**src/rtl/mmio_uart_tx.sv**
```systemverilog
// MMIO UART transmitter: register window, TX FIFO and 8N1 serialiser with drain IRQ.
// Optional parity frame bit when UART_TX_PARITY_EN is defined (CTRL[3] selects odd parity).
`timescale 1ns/1ps
module mmio_uart_tx #(
  parameter int FIFO_DEPTH = 16,
  parameter int DIV_W      = 16,
  parameter int DIV_RESET  = 87
) (
  input  logic        clk,
  input  logic        rst_n,
  input  logic        sel,
  input  logic        we,
  input  logic [3:0]  be,
  input  logic [3:0]  addr,
  input  logic [31:0] wdata,
  output logic [31:0] rdata,
  output logic        tx,
  output logic        tx_int
);

  localparam int AW = $clog2(FIFO_DEPTH);
  localparam int CW = AW + 1;

  typedef enum logic [2:0] {S_IDLE, S_START, S_DATA, S_PARITY, S_STOP} state_t;

  // Bus handshake: a write is accepted on any clk edge where sel & we are high;
  // reads are combinational on rdata while sel is high and need no handshake.
  state_t           state;
  logic [7:0]       mem [FIFO_DEPTH];
  logic [AW-1:0]    wr_ptr, rd_ptr;
  logic [CW-1:0]    count;
  logic             ovf, en, irq_en, par_odd, par_acc;
  logic [DIV_W-1:0] div_reg, div_lat, baud_cnt, div_eff, div_mask;
  logic [7:0]       shifter;
  logic [2:0]       bit_cnt;

  logic [1:0] reg_idx;
  logic       wr, push_req, push_ok, pop, flush, ovf_clr, ctrl_wr;
  logic       empty, full, busy, baud_last;
  logic       unused_bits;

  assign reg_idx   = addr[3:2];
  assign wr        = sel & we;
  assign push_req  = wr & (reg_idx == 2'd0) & be[0];
  assign ovf_clr   = wr & (reg_idx == 2'd1) & be[0] & wdata[3];
  assign ctrl_wr   = wr & (reg_idx == 2'd3) & be[0];
  assign flush     = ctrl_wr & wdata[2];
  assign empty     = (count == '0);
  assign full      = (count == CW'(FIFO_DEPTH));
  assign busy      = (state != S_IDLE) | !empty;
  assign baud_last = (baud_cnt == div_lat - 1'b1);
  assign div_eff   = (div_reg == '0) ? DIV_W'(1) : div_reg;
  assign pop       = en & !empty & ((state == S_IDLE) | ((state == S_STOP) & baud_last));
  // A pop on the same edge frees a slot, so a push into a full FIFO still lands.
  assign push_ok   = push_req & (!full | pop);
  assign unused_bits = ^{addr[1:0], wdata, be};

  always_comb begin
    div_mask = '0;
    for (int i = 0; i < DIV_W; i++) div_mask[i] = be[i/8];
  end

  always_ff @(posedge clk) begin
    if (push_ok) mem[wr_ptr] <= wdata[7:0];
  end

  always_ff @(posedge clk or negedge rst_n) begin
    if (!rst_n) begin
      wr_ptr <= '0;
      rd_ptr <= '0;
      count  <= '0;
      ovf    <= 1'b0;
    end else begin
      if (flush) begin
        rd_ptr <= wr_ptr;
        count  <= '0;
      end else begin
        if (push_ok) wr_ptr <= wr_ptr + 1'b1;
        if (pop)     rd_ptr <= rd_ptr + 1'b1;
        case ({push_ok, pop})
          2'b10:   count <= count + 1'b1;
          2'b01:   count <= count - 1'b1;
          default: count <= count;
        endcase
      end
      if (push_req & !push_ok) ovf <= 1'b1;
      else if (ovf_clr)        ovf <= 1'b0;
    end
  end

  always_ff @(posedge clk or negedge rst_n) begin
    if (!rst_n) begin
      div_reg <= DIV_W'(DIV_RESET);
      en      <= 1'b1;
      irq_en  <= 1'b0;
      par_odd <= 1'b0;
    end else begin
      if (wr & (reg_idx == 2'd2))
        div_reg <= (div_reg & ~div_mask) | (wdata[DIV_W-1:0] & div_mask);
      if (ctrl_wr) begin
        en     <= wdata[0];
        irq_en <= wdata[1];
`ifdef UART_TX_PARITY_EN
        par_odd <= wdata[3];
`endif
      end
    end
  end

  always_ff @(posedge clk or negedge rst_n) begin
    if (!rst_n) begin
      state    <= S_IDLE;
      tx       <= 1'b1;
      tx_int   <= 1'b0;
      baud_cnt <= '0;
      div_lat  <= DIV_W'(DIV_RESET);
      shifter  <= '0;
      bit_cnt  <= '0;
      par_acc  <= 1'b0;
    end else begin
      tx_int <= irq_en & empty & (state == S_IDLE);
      if (pop) begin
        // Frame start: divisor is sampled here so mid-frame DIV writes wait a frame.
        shifter  <= mem[rd_ptr];
        par_acc  <= ^mem[rd_ptr];
        tx       <= 1'b0;
        baud_cnt <= '0;
        div_lat  <= div_eff;
        state    <= S_START;
      end else if (state != S_IDLE) begin
        if (!baud_last) begin
          baud_cnt <= baud_cnt + 1'b1;
        end else begin
          baud_cnt <= '0;
          case (state)
            S_START: begin
              tx      <= shifter[0];
              shifter <= shifter >> 1;
              bit_cnt <= '0;
              state   <= S_DATA;
            end
            S_DATA: begin
              if (bit_cnt == 3'd7) begin
`ifdef UART_TX_PARITY_EN
                tx    <= par_acc ^ par_odd;
                state <= S_PARITY;
`else
                tx    <= 1'b1;
                state <= S_STOP;
`endif
              end else begin
                tx      <= shifter[0];
                shifter <= shifter >> 1;
                bit_cnt <= bit_cnt + 1'b1;
              end
            end
            S_PARITY: begin
              tx    <= 1'b1;
              state <= S_STOP;
            end
            default: begin
              tx    <= 1'b1;
              state <= S_IDLE;
            end
          endcase
        end
      end
    end
  end

  always_comb begin
    rdata = '0;
    if (sel) begin
      case (reg_idx)
        2'd1: begin
          rdata[0]      = busy;
          rdata[1]      = full;
          rdata[2]      = empty;
          rdata[3]      = ovf;
          rdata[4 +: CW] = count;
        end
        2'd2: rdata[DIV_W-1:0] = div_reg;
        2'd3: begin
          rdata[0] = en;
          rdata[1] = irq_en;
          rdata[3] = par_odd;
        end
        default: rdata = '0;
      endcase
    end
  end

endmodule

```
**config.mk**
```make
export PLATFORM = sky130hd
export DESIGN_NAME = mmio_uart_tx
export DESIGN_NICKNAME = d
export VERILOG_FILES = /design/src/rtl/mmio_uart_tx.sv
export SDC_FILE = /design/constraint.sdc
export NUM_CORES = 1
export LEC_CHECK = 0
export ABC_AREA = 1
export CAP_MARGIN = 15
export CORE_ASPECT_RATIO = 1.5
export CORE_MARGIN = 3
export CORE_UTILIZATION = 60
export DETAILED_ROUTE_END_ITERATION = 7
export PLACE_DENSITY = 0.82
export SYNTH_ARGS = -nofsm -noshare
export SYNTH_HDL_FRONTEND = slang
export SYNTH_SLANG_ARGS = --single-unit
```
**constraint.sdc**
```tcl
create_clock -name clk -period 4.45 [get_ports clk]
set_clock_uncertainty 0.1 [all_clocks]
set_input_delay 0.89 -clock clk [delete_from_list [all_inputs] [get_ports clk]]
set_output_delay 0.89 -clock clk [all_outputs]
set_load 0.01 [all_outputs]
```
==> results of run 1 <==
-- logic make-up (layout without fill, tap and decap cells) --
logic type               count (synthesis)  count (layout)
other                                    1              16
XOR/XNOR                                32              32
adder cells (fa/ha/maj)                 17              17
multiplexers                             1               1
buffers and inverters                  135             179
AO/OA/AOI/OAI                          207             207
AND/OR/NAND/NOR                        422             422
flip-flops                             208             208
-- cells in the final DEF (no fill, tap or decap), types with 3 or more instances in the layout --
master	netlist	final
sky130_fd_sc_hd__o211ai_1	7	7
sky130_fd_sc_hd__o22ai_1	22	22
sky130_fd_sc_hd__clkbuf_16	0	22
sky130_fd_sc_hd__conb_1	1	16
sky130_fd_sc_hd__xor2_1	28	28
sky130_fd_sc_hd__buf_4	17	22
sky130_fd_sc_hd__o221ai_1	11	11
sky130_fd_sc_hd__xnor2_1	4	4
sky130_fd_sc_hd__nand2_4	3	3
sky130_fd_sc_hd__inv_1	77	77
sky130_fd_sc_hd__nand2_2	4	4
sky130_fd_sc_hd__a21oi_1	29	29
sky130_fd_sc_hd__nand4_1	10	10
sky130_fd_sc_hd__o21ai_0	115	115
sky130_fd_sc_hd__clkinv_2	0	3
sky130_fd_sc_hd__nor2_4	3	3
sky130_fd_sc_hd__bufinv_16	0	3
sky130_fd_sc_hd__edfxtp_1	128	128
sky130_fd_sc_hd__ha_1	16	16
sky130_fd_sc_hd__nor2_1	144	144
sky130_fd_sc_hd__nor4_1	7	7
sky130_fd_sc_hd__nand3_1	34	34
sky130_fd_sc_hd__clkbuf_1	30	3
sky130_fd_sc_hd__dfrtp_1	68	67
sky130_fd_sc_hd__nor2_2	5	5
sky130_fd_sc_hd__nor3_1	7	7
sky130_fd_sc_hd__clkdlybuf4s50_1	0	40
sky130_fd_sc_hd__nand2_1	196	196
sky130_fd_sc_hd__dfstp_2	12	12
sky130_fd_sc_hd__o21ai_1	15	15
-- state kept, by name, indices dropped and copies added, names as in the netlist, named ones only --
register,cells
baud_cnt,16
rd_ptr,4
en,1
bit_cnt,3
ovf,1
wr_ptr,4
irq_en,1
tx,1
div_lat,16
tx_int,1
count,5
state,3
mem,128
shifter,8
-- metal layers --
layer	GRT usage, %	vias to the layer above	part of all wire [%]
met1	29.6	3584	37
met2	48.7	246	54
met3	2.89	58	4.5
met5	0	-	0
li1	-	3542	-
met4	10.8	0	3.7
-- worst max-delay path, cell delays in order --
cell	delay (ns)
sky130_fd_sc_hd__clkdlybuf4s50_1	0.45
sky130_fd_sc_hd__inv_1	0.10
sky130_fd_sc_hd__ha_1	0.42
sky130_fd_sc_hd__nand2_1	0.36
sky130_fd_sc_hd__nor2_1	0.19
sky130_fd_sc_hd__clkdlybuf4s50_1	0.55
-- power breakdown --
part	switching, uW	internal (uW)	leakage, uW
registers	328	2310	0.00214
clock network	712	1080	0.000338
logic	1400	720	0.00205
-- metrics by stage --
stage | util, % | worst slack, ns
after floorplan | - | 1.47
after global placement | 66.1 | 0.527
after detailed placement | 66.1 | 0.468
after CTS | 70.5 | 0.455
after global routing | 70.5 | 0.321
final | 70.5 | 0.493
-- path summary, 6_finish.rpt --
path / from / endpoint / cells past startpoint
setup / recovery: addr[2] / rdata[11] / 6
hold / removal: shifter[6]$_DFFE_PN0P_ / shifter[6]$_DFFE_PN0P_ / 2
setup reg to reg: div_lat[0]$_DFFE_PN1N_ / mem[8][6]$_DFFE_PP_ / 17
hold reg to reg: shifter[6]$_DFFE_PN0P_ / shifter[6]$_DFFE_PN0P_ / 2
max in group asynchronous: rst_n / rd_ptr[0]$_DFFE_PN0P_ / 1
min in group asynchronous: rst_n / count[0]$_DFFE_PN0P_ / 1
-- cell type report --
cell class | instances | area, um^2 | share of cell area, %
Timing Repair Buffer | 62 | 566 | 5.05
Multi-Input combinational cell | 695 | 3520 | 31.4
Sequential cell | 208 | 5860 | 52.3
Tap cell | 203 | 254 | 2.27
Clock inverter | 10 | 134 | 1.19
Inverter | 81 | 309 | 2.76
Clock buffer | 26 | 567 | 5.06
==> run summary, run 1 <==
In the final routed layout, each cell accounts on average for 17.9 um. The region available for standard cell placement spans 0.0159 mm^2. The net count of the finished layout came out at 1,129.

The cell count after placement is 1,249. The portion of synthesized area spent on multiplexers is 0.227%. Across the VDD grid, the largest voltage drop is 0.413 mV.

For the worst setup path, the data required time is 3.46 ns. In the final layout, the share of cells above drive strength 1 is 8.50%. The floorplan has 56 rows. TritonCTS built the clock tree. After synthesis, flip-flops and latches occupy 59.1% of the total area.

The DRC marker count from the first detailed-route iteration is 661. After clock tree synthesis, the repair step resized 0 gates. Once the floorplan was initialized, standard cells occupied 62.4% of the core. The count of flip-flops with a built-in enable after synthesis works out to 128. The later pin in the worst-skew pair is clocked with a latency of 0.50 ns. By area the synthesized netlist is led by sky130_fd_sc_hd__edfxtp_1 39%, sky130_fd_sc_hd__dfrtp_1 17%, sky130_fd_sc_hd__nand2_1 7.4%, sky130_fd_sc_hd__o21ai_0 5.8%, sky130_fd_sc_hd__nor2_1 5.5%.

Adder-cell share of the synthesized area: 2.22%. Based on the critical path, the design can be clocked at up to 253 MHz. From bottom edge to top edge, the die measures 163 um. Summing the areas of all compound-gate instances in the mapped netlist gives 11.6% of the synthesized area. The logs give 0 for the final setup violation count and 6 for the detailed-routing iteration count for the pre-antenna-repair pass. After synthesis, the largest family of logic cells by area is simple AND/OR/NAND/NOR gates. The tools report the count of endpoints failing hold in the final timing report as 0.

The highest fanout seen on the critical path was 11; the number of global-route vias before repair was 7,401. The pin count of the biggest net entering global routing is 81. Setup repair after global routing left no endpoint under its margin. The xor/xnor share of the synthesized area is 2.83%. The cell sitting at the root of the clock tree is a sky130_fd_sc_hd__clkbuf_16. The worst register-to-register path has a setup slack of 0.92 ns. The synthesized area per cell is 9.69 um^2.

The total number of vias came out at 7,430. In this run the static leakage power is 0.00453 uW. The tools report the final-layout fill cell count as 1,134.

The number of antenna diodes in the final layout is 0. The tightest hold path in the finished design has a slack of 0.384 ns. The die is 111 um wide.

In this run the deepest clock path goes through 3 buffers. In this run the power density over the cells is 585 mW/mm^2. Hold repair after CTS inserted 0 buffers. In this run the biggest area consumer among cell types represents 38.8% of the synthesized area. Using the TritonRoute via totals, the vias-per-cell ratio works out to 5.78. Data arrives at the worst endpoint at 2.97 ns. The design area came out at 0.0112 mm^2. For the area of the mapped netlist, the log shows 0.00992 mm^2.

The worst setup path is launched from an input pin. The count of buffers added by post-CTS timing repair for setup is 0. The worst path in the final design needs a cycle of 3.96 ns, including I/O delays and setup. The critical path in this run is classified as input pin to output port.

The area growth from synthesis to final layout works out to 13.0%. The global-route wire length before repair is 37,500 um. The final routed wirelength across all metal layers was 23,000 um; the max-cap check violation count was 0. Buffers inserted during clock tree synthesis total 20. The final critical path takes up 88.9% of the cycle. The tree built by TritonCTS fans out to 208 sinks. The count of antenna-violating nets left after detailed routing was 0. The die covers 0.0181 mm^2. The number of different library cells used by synthesis comes to 46. The logs give 1 for the Yosys warning count and 0 ns for the total negative slack for setup checks. For this run, the leading register cell type out of synthesis is sky130_fd_sc_hd__edfxtp_1. Global routing finished with a remaining overflow of 0. Summing all placed instances gives a cell area of 0.0105 mm^2. The run finished with clean final reports.

Overall power consumption after layout is estimated at 6550 uW. During placement, the flow inserted port buffers numbering 41. In the routed design, unresolved DRC markers number 0. Synthesis inferred 208 register bits. The kind of end point of the critical path was an output port. The initial antenna violation count is 0. After synthesis, the most frequently instantiated cells are 196 x sky130_fd_sc_hd__nand2_1, 144 x sky130_fd_sc_hd__nor2_1, 128 x sky130_fd_sc_hd__edfxtp_1.

After Yosys synthesis, and, or, nand and nor cells account for 17.9% of the synthesized area. Synthesis produced a netlist whose cell count is 1,023. After legalization and detailed placement, the total HPWL measured 15,600 um. The type of the most critical hold path is register to register. The largest area contributor in the synthesized netlist is sky130_fd_sc_hd__edfxtp_1.

For this run, the total global-route usage over all layers was measured as 25.8%. Clock-pin slew was measured on the worst setup and hold paths at 0.07 ns. During I/O placement, the number of pins put on the boundary was 78. The logs give 0 for the number of slew-limit violations in the final report and 1,285 for the count of non-filler cells in the finished layout.

At the pin with the least slew margin, the transition time is 1.10 ns. Measured against its own limit, the worst slew margin works out to 26.8%. The most numerous cell in the Yosys netlist is sky130_fd_sc_hd__nand2_1. At the end of routability-driven placement, the weighted congestion stood at 0.900. The CTS H-tree depth is 1, and the async set-or-reset flop fraction in the synthesized netlist is 38.5%.
Note: power is estimated with default switching activity, not from simulation.
==> run 2: changes to the inputs <==
--- a/config.mk
+++ b/config.mk
@@ -8,7 +8,7 @@
 export ABC_AREA = 1
 export CAP_MARGIN = 15
 export CORE_ASPECT_RATIO = 1.5
-export CORE_MARGIN = 3
+export CORE_MARGIN = 2
 export CORE_UTILIZATION = 60
 export DETAILED_ROUTE_END_ITERATION = 7
 export PLACE_DENSITY = 0.82
==> run summary, run 2 (synthesized netlist as in run 1, its figures left out) <==
The number of setup buffers added after CTS is 0. The final setup slack of the worst path was 0.491 ns. TritonCTS built the clock tree.

Walking the worst path, the cells encountered are clkdlybuf4s50_1 > inv_1 > ha_1 > nand2_1 > nor2_1 > clkdlybuf4s50_1. The post-route worst hold slack is 0.345 ns, and the floorplan core area is 0.0162 mm^2. Post-detailed-route via-to-cell ratio: 5.78.

For this run the aggregate overflow at the end of global routing stands at 0. The logs give 3 for the maximum clock insertion buffer count and 26.7% for the combined global-route utilization of all metal layers. The run gives 0 as the number of slew-limit violations in the final report.

The most flop-heavy register was mem. The largest individual stage delay along the critical path comes from the cell sky130_fd_sc_hd__clkdlybuf4s50_1. Data arrives at the worst endpoint at 2.97 ns. Net switching is 37.3% of the power. The pin count of the biggest net entering global routing was 66.

The largest registers in the layout are mem x128, baud_cnt x16, div_lat x16. The number of buffers and inverters on the critical path is 3. The register with the most flip-flops in the layout has 128 of them. The die covers 0.0176 mm^2. Buffers inserted to repair hold after CTS numbered 0. Count of cells resized by post-cts repair: 0. The number of clock buffers inserted by TritonCTS was 20; the die outline width was 109 um.

The delay of the slowest cell on the worst path is 0.56 ns, and the time the worst path needs with I/O delays and setup is 3.96 ns. The tools report the data required time at the worst endpoint as 3.46 ns. The cell sitting at the root of the clock tree is a sky130_fd_sc_hd__clkbuf_16.

In this run the worst hold path is classified as input pin to asynchronous set/reset pin. The switching component of the power came out at 2420 uW. For the CTS H-tree depth, the log shows 1.

The first global-routing pass estimated 36,200 um of wire. The highest ir drop seen on vdd was 0.454 mV. Buffers placed on the I/O ports in this run total 41. The final layout contains 1,130 nets. The die is 161 um tall. Of the cells placed in the final design, the portion with a size suffix greater than 1 is 8.14%.

Per report_power, the combinational group accounts for 32.8% of the total. The tools report the fmax as 253 MHz. The detail route stage leaves a number of antenna-violating nets equal to 0. The logs give 1,188 for the final-layout fill cell count and 7,435 for the total number of vias. For this configuration, the core starts out at a cell density of 61.3%. For the headroom to the max-slew limit, the log shows 48.7%.

The number of diodes is 0. The run finished with clean final reports. After the first detailed-routing iteration, the DRC count stood at 708. The worst setup path is launched from an input pin. On the critical path the largest part of the delay comes from buffers and inverters. Counting stages on the worst path, the most repeated cell is sky130_fd_sc_hd__clkdlybuf4s50_1.

The area growth from synthesis to final layout came out at 12.8%. For this design the static power due to leakage is 0.00451 uW. In the final routed layout, each cell accounts on average for 17.7 um. The part of the power in the clock network was 26.5%; the power density normalized to cell area was 580 mW/mm^2. The worst setup path is captured at an output port.

The clock latency of the later-clocked register in the worst-skew pair was 0.49 ns. The library cell used most frequently in the layout, excluding fill and tap cells, is sky130_fd_sc_hd__nand2_1. The slew at the pin with the worst max-slew slack works out to 0.762 ns. The wire-length estimate of the detail-placed layout is 15,600 um.

The finished cells cover 0.0112 mm^2. In the routed design, unresolved DRC markers number 0. The initial antenna violation count is 0, and the highest fanout seen on the critical path is 11. The run gives 0.458 ns as the worst setup slack after placement.

After detailed placement, the total cell area comes to 0.0105 mm^2. Leaving out fill and tap cells, the most frequent cells in the layout are 196 x sky130_fd_sc_hd__nand2_1, 144 x sky130_fd_sc_hd__nor2_1, 128 x sky130_fd_sc_hd__edfxtp_1. Setup violations remaining at the end of the flow were counted as 0.

Setup repair after global routing left no endpoint under its margin. In this run, flip-flops and latches consume 40.7% of the power. The number of global-route vias before repair was 7,276; the I/O pin count was 78. In this run the core area contains 57 standard-cell rows.

Summed over all layers, the routed wires come to 22,800 um. After clock tree synthesis, the clock-pin slew on the worst setup and hold paths is 0.07 ns. Of the available clock period, the critical path in the final layout requires 89.0%.

At the end of routability-driven placement, the weighted congestion stood at 0.940. The run gives 0 ns as the total negative slack for setup checks. Counting every sink on the clock net gives 208.

The worst setup path is of the input pin to output port kind. The detailed-routing iteration count for the pre-antenna-repair pass is 5. For the max-cap check violation count, the log shows 0.

The logs give 0 for the count of endpoints failing hold in the final timing report and 4060 uW for the internal power summed over all cells.
run 2: final timing paths:
| path | startpoint | endpoint | slack [ns] | depth (start not counted) |
|---|---|---|---|---|
| max in group asynchronous | rst_n | tx$_DFFE_PN1P_ | 3.03 | 2 |
| worst min register to register | shifter[6]$_DFFE_PN0P_ | shifter[6]$_DFFE_PN0P_ | 0.39 | 2 |
| worst max-delay path | addr[2] | rdata[12] | 0.49 | 6 |
| worst min-delay path | rst_n | div_lat[9]$_DFFE_PN0N_ | 0.35 | 1 |
| min in group clk | shifter[6]$_DFFE_PN0P_ | shifter[6]$_DFFE_PN0P_ | 0.39 | 2 |
| worst max register to register | div_lat[0]$_DFFE_PN1N_ | mem[12][2]$_DFFE_PP_ | 0.83 | 19 |
run 2: area by class of cell:
cell class	instances	area, um^2	share of cell area, %
clock buffer	23	533	4.77
clock inverter	11	131	1.17
inverter	81	309	2.76
multi-input combinational	695	3520	31.4
sequential	208	5860	52.4
tap	206	258	2.31
timing repair buffer	63	573	5.12
run 2: metrics by stage:
step           power (uW)  util (%)  instances
2_1_floorplan        4140         -       1038
3_3_place_gp         4690      65.0       1253
3_5_place_dp         4760      65.0       1253
4_1_cts              6470      69.1       1287
5_1_grt              6880      69.1       1287
6_report             6480      69.1       1287
run 2: routing by layer:
metal	vias to the layer above	global-route usage (%)	part of all wire (%)
met5	-	0	0
met4	0	12.5	4.2
met3	63	3.27	5.2
met2	251	47.3	53
met1	3577	31.9	37
li1	3544	-	-
run 2: worst reg2reg max path: stages (launching register included):
cell	delay [ns]
sky130_fd_sc_hd__dfstp_2	0.38
sky130_fd_sc_hd__inv_1	0.15
sky130_fd_sc_hd__ha_1	0.28
sky130_fd_sc_hd__nand2_1	0.09
sky130_fd_sc_hd__nor2_1	0.24
sky130_fd_sc_hd__nand2_1	0.09
sky130_fd_sc_hd__nand2_1	0.09
sky130_fd_sc_hd__nand2_1	0.06
sky130_fd_sc_hd__nor2_1	0.08
sky130_fd_sc_hd__nand2_1	0.05
sky130_fd_sc_hd__nor2_1	0.15
sky130_fd_sc_hd__nand3_2	0.14
sky130_fd_sc_hd__nand2_4	0.13
sky130_fd_sc_hd__nand2_4	0.29
sky130_fd_sc_hd__nand2_1	0.20
sky130_fd_sc_hd__nand2_2	0.11
sky130_fd_sc_hd__inv_2	0.09
sky130_fd_sc_hd__nand2_1	0.21
sky130_fd_sc_hd__nor2_1	0.18
sky130_fd_sc_hd__buf_4	0.21
run 2: power groups by stage:
stage	registers (uW)	logic (uW)	clock network (uW)
after floorplan	2530	1610	0
after global placement	2660	2030	0
after detailed placement	2660	2090	0
after CTS	2630	2110	1730
after global routing	2670	2390	1820
final	2640	2130	1720
==> run 3: changes to the inputs <==
--- a/config.mk
+++ b/config.mk
@@ -11,7 +11,7 @@
 export CORE_MARGIN = 2
 export CORE_UTILIZATION = 60
 export DETAILED_ROUTE_END_ITERATION = 7
-export PLACE_DENSITY = 0.82
+export PLACE_DENSITY_LB_ADDON = 0.08
 export SYNTH_ARGS = -nofsm -noshare
 export SYNTH_HDL_FRONTEND = slang
 export SYNTH_SLANG_ARGS = --single-unit
==> run summary, run 3 (synthesized netlist as in run 1, its figures left out) <==
The flow ran to the end, and the final reports show no timing, DRC or antenna violations. For the number of slew-limit violations in the final report, the log shows 0. 0 antenna diodes ended up in the layout.

In the final layout, the registers with the most flip-flops are mem x128, baud_cnt x16, div_lat x16. From left edge to right edge, the die measures 109 um. The register with the most flip-flops in the layout has 128 of them.

The count of hold-fix buffers inserted at cts is 0. The first TritonRoute pass finished after 7 iterations. The worst setup path is launched from an input pin.

Entering global routing, the biggest net connects 55 pins. 78 I/O pins were placed. In this run the deepest clock path goes through 3 buffers. The count of buffers from port buffering is 41, and the static leakage is 0.00452 uW. Routability-driven placement finished with a final weighted congestion of 0.864. Measured against its own limit, the worst slew margin works out to 46.0%.

Setup violations remaining at the end of the flow were counted as 0. For the worst setup slack after placement, the log shows 0.557 ns. Slew at the pin with the worst max-slew slack: 0.807 ns. STA puts the critical path data arrival time at 2.90 ns. Cells fill 69.1% of the core in the end.

In this run the critical register-to-register path is launched from div_lat[0]$_DFFE_PN1N_. The count of buffers added by post-CTS timing repair for setup was 0; the combined global-route utilization of all metal layers was 26.4%. In the finished design, the share of the clock period the worst path needs comes to 87.4%.

The kind of cell with the highest combined delay along the critical path is buffers and inverters. The time the worst path needs with I/O delays and setup is 3.89 ns. The CTS H-tree depth is 1.

The post-route netlist has 8.76% of its cells at a drive strength greater than 1. The most numerous cell type found on the critical path is sky130_fd_sc_hd__clkdlybuf4s50_1. The floorplan step defined a core boundary enclosing 0.0162 mm^2. The standard cell with the maximum stage delay on the critical path was sky130_fd_sc_hd__clkdlybuf4s50_1. Summing internal, switching and leakage power gives 6440 uW. Using the TritonRoute via totals, the vias-per-cell ratio works out to 5.67. The delay of the slowest cell on the worst path is 0.56 ns. After clock tree synthesis, the repair step resized 0 gates.

Counting the fill cells in the layout gives 1,267. For the final setup slack of the worst path, the log shows 0.561 ns. The logs give 0 ns for the total negative slack for setup checks and 0.0176 mm^2 for the die area. In the routed design, unresolved DRC markers number 0. The routed wire length per instance came out at 17.6 um. The worst setup path is of the input pin to output port kind.

From synthesis to final layout, the design area changed by 12.9%. The fmax was 257 MHz; the net count of the finished layout was 1,133. Clock tree synthesis inserted a total of 20 buffers. Along the worst path, the maximum fanout reaches 11. The design area is 0.0112 mm^2, and the buffering stage count on the worst path with inverters included is 3. The vertical die dimension was 161 um; the initial antenna violation count was 0. In this run the worst hold path is classified as input pin to asynchronous set/reset pin. The kind of end point of the critical path is an output port.

The tools report the CTS root buffer as sky130_fd_sc_hd__clkbuf_16. Across the run, the number of max-cap violations was 0. The most common cell after layout, fill and taps aside was sky130_fd_sc_hd__nand2_1. The count of endpoints failing hold in the final timing report is 0.

In this run the remaining antenna-violating nets after routing total 0. In the layout the commonest cells are 196 x sky130_fd_sc_hd__nand2_1, 144 x sky130_fd_sc_hd__nor2_1, 128 x sky130_fd_sc_hd__edfxtp_1. Setup repair after global routing left no endpoint under its margin.

The routed design has 22,700 um of wire. After global routing the overflow that remains totals 0. Walking the worst path, the cells encountered are clkdlybuf4s50_1 > inv_1 > ha_1 > nand2_1 > nor2_1 > clkdlybuf4s50_1. TritonCTS built the clock tree. The run gives 0.419 mV as the highest ir drop seen on vdd. The number of global-route vias before repair is 6,921, and the half-perimeter wire length after detailed placement is 16,000 um. Summing over every cut layer, the via total after detailed routing is 7,322. The run gives 0.50 ns as the clock latency of the later-clocked register in the worst-skew pair. The DRC marker count from the first detailed-route iteration was 442; the post-place instance area was 0.0105 mm^2. The first global-routing pass estimated 35,400 um of wire. The initial standard-cell utilization of the core was 61.3%. Counting flops per register, the top entry is mem. For the total number of placement rows, the log shows 57. The critical path startpoint was addr[2].

The clock net in this run drives a total of 208 sinks. The power density normalized to cell area works out to 575 mW/mm^2. At the worst endpoint, the required time is 3.46 ns.

After clock tree synthesis, the clock-pin slew on the worst setup and hold paths is 0.06 ns.
[run 3: cell count changes in the layout (fill, tap and decap cells not counted), sizes merged]
cell,delta
bufinv,-1
buf,+3
clkinv,+2
[run 3: routing by layer]
layer | global-route usage (%) | part of all wire (%) | vias up
met2 | 49.1 | 54 | 185
met4 | 10.8 | 4.1 | 0
li1 | - | - | 3557
met1 | 29.6 | 37 | 3519
met5 | 0 | 0 | -
met3 | 3.55 | 4.3 | 61
[run 3: metrics by stage]
step / hold WS [ns] / instances
floorplan: 0.353 / 1038
global placement: 0.371 / 1256
detailed placement: 0.382 / 1256
CTS: 0.358 / 1291
global route: 0.382 / 1291
finish: 0.329 / 1291
[run 3: worst register-to-register path: stages, from the launching register on]
cell                      delay, ns
sky130_fd_sc_hd__dfstp_2       0.55
sky130_fd_sc_hd__inv_1         0.10
sky130_fd_sc_hd__ha_1          0.28
sky130_fd_sc_hd__nand2_2       0.14
sky130_fd_sc_hd__nor2_2        0.07
sky130_fd_sc_hd__nand2_1       0.07
sky130_fd_sc_hd__xor2_1        0.19
sky130_fd_sc_hd__nand2_1       0.09
sky130_fd_sc_hd__nor2_2        0.14
sky130_fd_sc_hd__nand3_2       0.13
sky130_fd_sc_hd__nand2_4       0.13
sky130_fd_sc_hd__nand3_2       0.12
sky130_fd_sc_hd__inv_1         0.14
sky130_fd_sc_hd__ha_1          0.27
sky130_fd_sc_hd__a21oi_1       0.17
sky130_fd_sc_hd__o21ai_0       0.12
sky130_fd_sc_hd__xor2_1        0.21
sky130_fd_sc_hd__nand4_1       0.12
sky130_fd_sc_hd__nand2_1       0.09
sky130_fd_sc_hd__nand3_1       0.07
sky130_fd_sc_hd__nand2_1       0.07
[run 3: final timing paths]
| path | end | slack, ns | depth (start not counted) |
|---|---|---|---|
| max | rdata[14] | 0.56 | 6 |
| min | asynchronous set/reset pin | 0.33 | 1 |
| max reg2reg | count[4]$_DFFE_PN0P_ | 1.02 | 20 |
| min reg2reg | div_lat[2]$_DFFE_PN1N_ | 0.40 | 2 |
| max in group asynchronous | tx$_DFFE_PN1P_ | 3.05 | 2 |
| min in group clk | div_lat[2]$_DFFE_PN1N_ | 0.40 | 2 |
[run 3: where the power goes]
part / switching, uW / leakage, uW / total, uW / internal (uW)
sequential: 290 / 0.00214 / 2600 / 2310
combinational: 1420 / 0.00206 / 2160 / 736
clock: 699 / 0.000315 / 1680 / 978
total: 2410 / 0.00452 / 6440 / 4030
[run 3: final cells by class]
type,count,area (um^2),share of cell area [%]
multi-input cells,695,3520,31.4
flip-flops and latches,208,5860,52.4
well taps,206,258,2.30
clock buffers,23,533,4.76
repair buffers,66,596,5.32
inverters,81,309,2.76
clock inverters,12,119,1.06
